File: src/rtl/snn_lif_layer_seq.sv
// Time-multiplexed leaky-integrate-and-fire layer: one shared datapath evaluates one neuron per clock.
// Define SNN_SATURATE_EN to clamp membrane potentials instead of wrapping them.
module snn_lif_layer_seq #(
    parameter int INPUTS         = 16,
    parameter int NEURONS        = 16,
    parameter int MEM_BITS       = 10,
    parameter int THRESHOLD_BITS = 5,
    parameter int THRESHOLD_INIT = 9
) (
    input  logic               clk,
    input  logic               reset,
    input  logic               start,
    input  logic [INPUTS-1:0]  in_spikes,
    input  logic               cfg_valid,
    input  logic [1:0]         cfg_sel,
    input  logic [7:0]         cfg_data,
    output logic               cfg_ready,
    output logic               busy,
    output logic               done,
    output logic [NEURONS-1:0] out_spikes
);
    localparam int W     = INPUTS * NEURONS;
    localparam int B     = NEURONS * 8;
    localparam int IDX_W = (NEURONS > 1) ? $clog2(NEURONS) : 1;
    // Wide enough that sum*factor, leak and addend never overflow before reduction.
    localparam int ACC_W = MEM_BITS + $clog2(INPUTS) + 8;
    localparam logic [THRESHOLD_BITS-1:0] THR_INIT = THRESHOLD_BITS'(THRESHOLD_INIT);
    localparam logic signed [ACC_W-1:0] ONE = {{(ACC_W-1){1'b0}}, 1'b1};

    typedef enum logic [1:0] {IDLE, RUN, DONE} state_t;

    state_t                     state_q;
    logic [IDX_W-1:0]           idx_q;
    logic                       busy_q;
    logic                       done_q;
    logic [NEURONS-1:0]         out_spikes_q;
    logic [NEURONS-1:0]         work_q;
    logic [INPUTS-1:0]          spk_in_q;
    logic [W-1:0]               weights_q;
    logic [B-1:0]               bn_q;
    logic [THRESHOLD_BITS-1:0]  thr_q;
    logic [2:0]                 shift_q;
    logic signed [MEM_BITS-1:0] mem_q [NEURONS];

    function automatic logic signed [MEM_BITS-1:0] reduce(input logic signed [ACC_W-1:0] v);
`ifdef SNN_SATURATE_EN
        logic signed [ACC_W-1:0] hi;
        logic signed [ACC_W-1:0] lo;
        hi = {{(ACC_W-MEM_BITS+1){1'b0}}, {(MEM_BITS-1){1'b1}}};
        lo = {{(ACC_W-MEM_BITS+1){1'b1}}, {(MEM_BITS-1){1'b0}}};
        if (v > hi)
            reduce = hi[MEM_BITS-1:0];
        else if (v < lo)
            reduce = lo[MEM_BITS-1:0];
        else
            reduce = v[MEM_BITS-1:0];
`else
        reduce = v[MEM_BITS-1:0];
`endif
    endfunction

    logic [INPUTS-1:0]          w_row;
    logic [7:0]                 bn_byte;
    logic signed [ACC_W-1:0]    sum_d;
    logic signed [ACC_W-1:0]    factor_d;
    logic signed [ACC_W-1:0]    addend_d;
    logic signed [ACC_W-1:0]    scaled_d;
    logic signed [ACC_W-1:0]    u_ext;
    logic signed [ACC_W-1:0]    leak_d;
    logic signed [ACC_W-1:0]    u_new_ext;
    logic signed [ACC_W-1:0]    thr_ext;
    logic signed [MEM_BITS-1:0] u_new;
    logic signed [MEM_BITS-1:0] mem_d;
    logic                       spike_d;
    logic [NEURONS-1:0]         work_d;

    always_comb begin
        w_row    = weights_q[int'(idx_q) * INPUTS +: INPUTS];
        bn_byte  = bn_q[int'(idx_q) * 8 +: 8];
        sum_d    = '0;
        for (int j = 0; j < INPUTS; j++) begin
            if (spk_in_q[j]) begin
                if (w_row[j])
                    sum_d = sum_d + ONE;
                else
                    sum_d = sum_d - ONE;
            end
        end
        // Low nibble is an unsigned factor, high nibble a signed addend.
        factor_d  = {{(ACC_W-4){1'b0}}, bn_byte[3:0]};
        addend_d  = {{(ACC_W-4){bn_byte[7]}}, bn_byte[7:4]};
        scaled_d  = ((sum_d * factor_d) >>> 1) + addend_d;
        u_ext     = {{(ACC_W-MEM_BITS){mem_q[idx_q][MEM_BITS-1]}}, mem_q[idx_q]};
        leak_d    = u_ext >>> shift_q;
        u_new     = reduce(u_ext - leak_d + scaled_d);
        u_new_ext = {{(ACC_W-MEM_BITS){u_new[MEM_BITS-1]}}, u_new};
        thr_ext   = {{(ACC_W-THRESHOLD_BITS){1'b0}}, thr_q};
        spike_d   = (u_new_ext >= thr_ext);
        mem_d     = spike_d ? reduce(u_new_ext - thr_ext) : u_new;
        work_d         = work_q;
        work_d[idx_q]  = spike_d;
    end

    always_ff @(posedge clk) begin
        if (reset) begin
            state_q      <= IDLE;
            idx_q        <= '0;
            busy_q       <= 1'b0;
            done_q       <= 1'b0;
            out_spikes_q <= '0;
            work_q       <= '0;
            spk_in_q     <= '0;
            weights_q    <= '1;
            bn_q         <= {NEURONS{8'h02}};
            thr_q        <= THR_INIT;
            shift_q      <= 3'd4;
            for (int i = 0; i < NEURONS; i++)
                mem_q[i] <= '0;
        end else begin
            if (cfg_valid && !busy_q) begin
                case (cfg_sel)
                    2'd0:    weights_q <= {cfg_data, weights_q[W-1:8]};
                    2'd1:    bn_q      <= {cfg_data, bn_q[B-1:8]};
                    2'd2:    thr_q     <= cfg_data[THRESHOLD_BITS-1:0];
                    default: shift_q   <= cfg_data[2:0];
                endcase
            end
            case (state_q)
                IDLE: begin
                    if (start) begin
                        spk_in_q <= in_spikes;
                        idx_q    <= '0;
                        busy_q   <= 1'b1;
                        state_q  <= RUN;
                    end
                end
                RUN: begin
                    mem_q[idx_q] <= mem_d;
                    work_q       <= work_d;
                    idx_q        <= idx_q + 1'b1;
                    // Outputs are registered, so they are set on entry to DONE.
                    if (idx_q == IDX_W'(NEURONS - 1)) begin
                        state_q      <= DONE;
                        busy_q       <= 1'b0;
                        done_q       <= 1'b1;
                        out_spikes_q <= work_d;
                    end
                end
                default: begin
                    done_q  <= 1'b0;
                    state_q <= IDLE;
                end
            endcase
        end
    end

    assign busy       = busy_q;
    assign cfg_ready  = !busy_q;
    assign done       = done_q;
    assign out_spikes = out_spikes_q;

endmodule
File: config.mk
export PLATFORM = sky130hd
export DESIGN_NAME = snn_lif_layer_seq
export DESIGN_NICKNAME = d
export VERILOG_FILES = /design/src/rtl/snn_lif_layer_seq.sv
export SDC_FILE = /design/constraint.sdc
export NUM_CORES = 2
export LEC_CHECK = 0
export ABC_AREA = 1
export ABC_CLOCK_PERIOD_IN_PS = 45200
export BUFFER_PORTS_ARGS = -buffer_cell sky130_fd_sc_hd__buf_2
export CAP_MARGIN = 0
export CORE_UTILIZATION = 45
export CTS_BUF_LIST = sky130_fd_sc_hd__clkbuf_8
export CTS_CLUSTER_SIZE = 14
export DETAILED_ROUTE_END_ITERATION = 6
export HOLD_SLACK_MARGIN = 0.06
export PLACE_DENSITY_LB_ADDON = 0.12
export SLEW_MARGIN = 20
export SYNTH_ARGS = -nofsm -noshare
export SYNTH_HDL_FRONTEND = slang
export SYNTH_SLANG_ARGS = --single-unit
File: constraint.sdc
create_clock -name clk -period 45.2 [get_ports clk]
set_input_delay 4.52 -clock clk [delete_from_list [all_inputs] [get_ports clk]]
set_output_delay 4.52 -clock clk [all_outputs]
set_load 0.01 [all_outputs]
**After elaboration in Yosys (flattened, before gate mapping)**

Memories as Yosys holds them, arrays and structs flattened. A register that Yosys moved wholly into a read port is not among the register bits.
Index checks and enable logic that the tools add are counted.

- RAM bits: 160
- Word-level logic and storage cells: 136
- Output and inout port bits: 19
- Register bits: 448
- Memories kept: 1

- Multiply operators: 1
- $lt $le $gt $ge: 3
- Reductions and logical operators: 18
- Add/subtract/negate cells: 35
- Bitwise logic cells: 2
- Equality and inequality tests: 6
- Mux-type cells: 56
- Shifts and indexed selects: 3

Memories:

| name | words | bits a word | read ports | clocked after Yosys merged registers in | wr ports | RTL line | text |
|---|---|---|---|---|---|---|---|
| mem_q | 16 | 10 | 1 | 1 | 16 | 43 | `logic signed [MEM_BITS-1:0] mem_q [NEURONS];` |

Operators with widths:

| operator | number |
|---|---|
| $mux W22 | 32 |
| $add A22 B2 Y22 const B | 15 |
| $sub A22 B2 Y22 const B | 15 |
| $shiftx A256 B9 Y16 | 1 |
| $shiftx A128 B8 Y8 | 1 |
| $mul A22 B5 Y11 | 1 |
| $mux W10 | 2 |
| $reduce_and A2 Y1 | 9 |
| $bwmux W16 | 1 |
| $mux W4 | 4 |
| $add A10 B10 Y10 | 1 |
| $add A10 B4 Y10 | 1 |
| $ge A10 B6 Y1 | 1 |
| $mux W1 | 10 |
| $reduce_or A10 Y1 | 1 |
| $sshr A10 B3 Y10 | 1 |
| $sub A10 B10 Y10 | 1 |
| $sub A10 B6 Y10 | 1 |
| $pmux W4 S2 | 1 |
| $lt A4 B5 Y1 const B | 1 |
| $add A4 B1 Y4 const B | 1 |
| $demux W1 S4 | 1 |
| $eq A2 B1 Y1 const B | 2 |
| $eq A4 B4 Y1 const B | 1 |
| other kinds (13) | 19 |

**Logic depth before layout (Yosys ltp)**

- Depth in word-level cells: 54
- Depth in mapped cells: 131
- Mapped depth without buffers: 123

**Worst setup path before layout**

Ideal clock, no wire load.

- Kind: reg2reg
- Start point: reg idx_q[1]
- End point: mem mem_q[0][7] (data pin)
- Setup time: 0.257 ns
- Cell stages (with the launch flop): 89
- Period minus slack after synthesis: 19.372 ns
- Data arrival time: 19.115 ns
- Slack: 25.828 ns
- Path through: dfxtp_1 -> inv_1 -> clkbuf_8 -> clkdlybuf4s50_2 -> clkbuf_1 -> buf_2 -> buf_1 -> buf_1 -> clkbuf_1 -> clkbuf_1 -> o21ai_0 -> o22ai_1 -> nand2_1 -> nand4_1 -> fa_1 -> o21ai_1 -> fa_1 -> or2_2 -> [... 53 more ...] -> o21ai_0 -> xor2_1 -> fa_1 -> inv_1 -> ha_1 -> inv_1 -> or2_2 -> nand2_1 -> inv_1 -> a211o_1 -> nor3_1 -> o311ai_0 -> clkbuf_1 -> nand3_1 -> nand2_1 -> inv_2 -> buf_6 -> nor2_1

RTL lines:

| what | RTL line | text |
|---|---|---|
| start: declaration | 33 | `logic [IDX_W-1:0] idx_q;` |
| start signal: assignment | 140 | `idx_q <= idx_q + 1'b1;` |
| end: declaration | 43 |  |

==> impl_metrics.tcl <==
set metrics [dict create \
    dpl.hpwl_um 62800 \
    hold_ws_ns 0.4541 \
    rsz0062_at_grt "false" \
    crit_family "adder cells" \
    synthArstFlopShare_pct 0 \
    holdBufCountCts 0 \
    placed_cell_area_um2 36990 \
    rows 103 \
    synth_top_cell_by_area "dfxtp_1" \
    grt_pass1_vias 29931 \
    cp_slowest_cell "dfxtp_4" \
    hold_class "flop to flop" \
    hold_viol 0 \
    routed_wl_um 96260 \
    max_stage_delay_ns 0.84 \
    ioPinCount 49 \
    fin_tns_setup_ns 0 \
    cp_max_fo 76 \
    synth_edf_count 160 \
    drtIter0Drc 2393 \
    fmax_mhz 47.97 \
    crit_top_cell "nand2_1" \
    avgSynthCellArea_um2 7.236 \
    final_antenna_net_count 0 \
    vias 32367 \
    max_cap_viol_count 0 \
    status "complete, no violations" \
    netlist.area_leader.share_pct 24.77 \
    cts_setup_buffers 0 \
    syn_nets 5279 \
    wl_per_cell_um 15.85 \
    clock_sinks 611 \
    place_congestion 0.8815 \
    cts_tree "yes" \
    gr-total-overflow 0 \
    grt_max_degree 177 \
    fin_area_um2 39150 \
    drive_gt1_share_pct 6.290 \
    grt_pass1_wl_um 157000 \
    p_per_area_nw_per_um2 79.45 \
    cp-end-kind "flop" \
    drc 0 \
    crit_type "flop to flop" \
    critPathRequiredTime_ns 45.63 \
    antenna_found_initial 1 \
    fillCellCount 7999 \
    drt-vias-per-instance 5.328 \
    die_h_um 286.6 \
    htree_levels 3 \
    grt_usage_pct 23.24 \
    peakVddDrop_mv 0.2813 \
    ys.flop_type "dfxtp_1" \
    synth-seq-area-share_pct 37.95 \
    clock_latency_ns 0.75 \
    root_buffer "clkbuf_8" \
    synth.distinct_cells 60 \
    leakage_nw 18.51 \
    tightest_slew_ns 1.082 \
    core_area_um2 79520 \
    die_w_um 286.6 \
    synth_cells 5037 \
    clkTransAtPathRegs_ns 0.06 \
    min_period_ns 20.85 \
    slew_headroom_pct 27.90 \
    synth.cell_area_um2 36450 \
    firstDrtPassIters 6 \
    start_util_pct 45.84 \
    nNetsFinal 5183 \
    synth_seq_cells 611 \
    setup_viol 0 \
    io_buffers 48 \
    period_share_pct 46.12 \
    instances_no_fill 6075 \
    synth.area.top_cells "dfxtp_1 (25%), edfxtp_1 (13%), nand2_1 (13%)" \
    cp_num_buf_inv 15 \
    critPathArrivalTime_ns 21.28 \
    cts_resized 0 \
    yosys_warnings 0 \
    die-area_um2 82140 \
    cts_inserted_buffers 103 \
    maxSlewViolCount 0 \
    dp.cells 5885 \
    startpoint_type "flop" \
    clock_skew_ns 0.05801 \
    clockBufferDepth 3 \
    area_growth_pct 7.418 \
]
logic make-up after synthesis:
group	synth area share [%]
compound gates	14.46
simple gates	27.72
flops	37.95
mux	1.153
xor+xnor	2.331
buf+inv	8.012
fa+ha+maj	8.369
worst register-to-register path: cells and delay by family, from the launching register on:
| kind | cells | cell delay [ns] |
|---|---|---|
| buffers and inverters | 15 | 1.76 |
| AOI/OAI and AO/OA | 15 | 3.64 |
| adders and majority gates | 23 | 8.27 |
| xor gates and xnor gates | 6 | 0.96 |
| DFF | 1 | 0.84 |
| and+or+nand+nor | 43 | 5.18 |
flip-flops by register name (all words and copies together) (netlist names), 4 cells and up, named ones only:
| name | cells |
|---|---|
| mem_q | 160 |
| weights_q | 256 |
| work_q | 15 |
| idx_q | 4 |
| thr_q | 5 |
| spk_in_q | 16 |
| out_spikes | 16 |
| bn_q | 128 |
through the flow:
| stage | utilization [%] | setup WS, ns | power (W) |
|---|---|---|---|
| 2_1_floorplan | - | 25.83 | 0.002188 |
| 3_3_place_gp | 46.52 | 24.71 | 0.002578 |
| 3_5_place_dp | 46.52 | 24.42 | 0.002592 |
| 4_1_cts | 49.23 | 24.38 | 0.003107 |
| 5_1_grt | 49.24 | 22.26 | 0.003358 |
| 6_report | 49.24 | 24.35 | 0.003111 |
area by class of cell:
| cell class | count | area [µm²] | share of cell area, % |
|---|---|---|---|
| Multi-Input combinational cell | 3724 | 19740 | 50.41 |
| Antenna cell | 1 | 2.502 | 0.006392 |
| Clock inverter | 54 | 305.3 | 0.7798 |
| Inverter | 419 | 1598 | 4.081 |
| Clock buffer | 134 | 1844 | 4.711 |
| Sequential cell | 611 | 13840 | 35.36 |
| Tap cell | 1050 | 1314 | 3.356 |
| Timing Repair Buffer | 82 | 508.0 | 1.297 |
cells in the mapped netlist, drive strengths merged (24+ instances only):
| cell | count |
|---|---|
| a21oi | 222 |
| buf | 47 |
| clkbuf | 231 |
| clkinv | 27 |
| dfxtp | 451 |
| edfxtp | 160 |
| fa | 53 |
| ha | 159 |
| inv | 392 |
| mux2i | 42 |
| nand2 | 1256 |
| nand3 | 462 |
| nor2 | 643 |
| nor3 | 24 |
| o211ai | 65 |
| o21ai | 474 |
| o22ai | 76 |
| xnor2 | 42 |
| xor2 | 55 |
power breakdown:
part	switching [W]	leakage, nW	internal [W]
logic	0.00146	11.9	0.000517
registers	0.0000247	5.34	0.000597
clock network	0.000236	1.25	0.000273
total	0.00172	18.5	0.00139
path summary, 6_finish.rpt:
| path | endpoint | depth (start not counted) | slack (ns) | start |
|---|---|---|---|---|
| worst max-delay path | mem_q[5][1]$_SDFFCE_PN0P_ | 102 | 24.35 | idx_q[0]$_SDFFE_PP0P_ |
| worst min-delay path | out_spikes[3]$_SDFFE_PP0P_ | 2 | 0.45 | out_spikes[3]$_SDFFE_PP0P_ |
| worst max register to register | mem_q[5][1]$_SDFFCE_PN0P_ | 102 | 24.35 | idx_q[0]$_SDFFE_PP0P_ |
| worst min register to register | out_spikes[3]$_SDFFE_PP0P_ | 2 | 0.45 | out_spikes[3]$_SDFFE_PP0P_ |
cell usage in the layout (no fill, tap or decap), types with 7 or more instances in the layout:
master | netlist | final
a211oi_1 | 14 | 14
a21o_1 | 14 | 14
a21oi_1 | 222 | 222
a32o_1 | 17 | 17
and2_1 | 10 | 10
buf_2 | 6 | 48
buf_4 | 13 | 33
clkbuf_8 | 7 | 134
clkinv_1 | 27 | 29
clkinv_2 | 0 | 10
dfxtp_1 | 451 | 448
edfxtp_1 | 160 | 160
fa_1 | 53 | 53
ha_1 | 159 | 159
inv_1 | 385 | 417
mux2i_1 | 42 | 42
nand2_1 | 1232 | 1231
nand2_2 | 18 | 19
nand3_1 | 449 | 449
nand3_2 | 11 | 11
nand3b_1 | 11 | 11
nand4_1 | 21 | 21
nor2_1 | 642 | 638
nor3_1 | 24 | 22
o211ai_1 | 65 | 65
o21ai_0 | 416 | 416
o21ai_1 | 50 | 50
o21bai_1 | 7 | 7
o22ai_1 | 76 | 76
o31ai_1 | 15 | 15
or2_2 | 14 | 14
xnor2_1 | 42 | 42
xor2_1 | 55 | 55
routing by layer:
metal	wire [µm]	global-route usage, %	share of wire, %
met2	42060	35.99	44
met5	0	0	0
met1	47730	33.45	50
met4	2157	6.925	2.2
met3	4305	3.219	4.5
(Power assumes the default switching activity.)
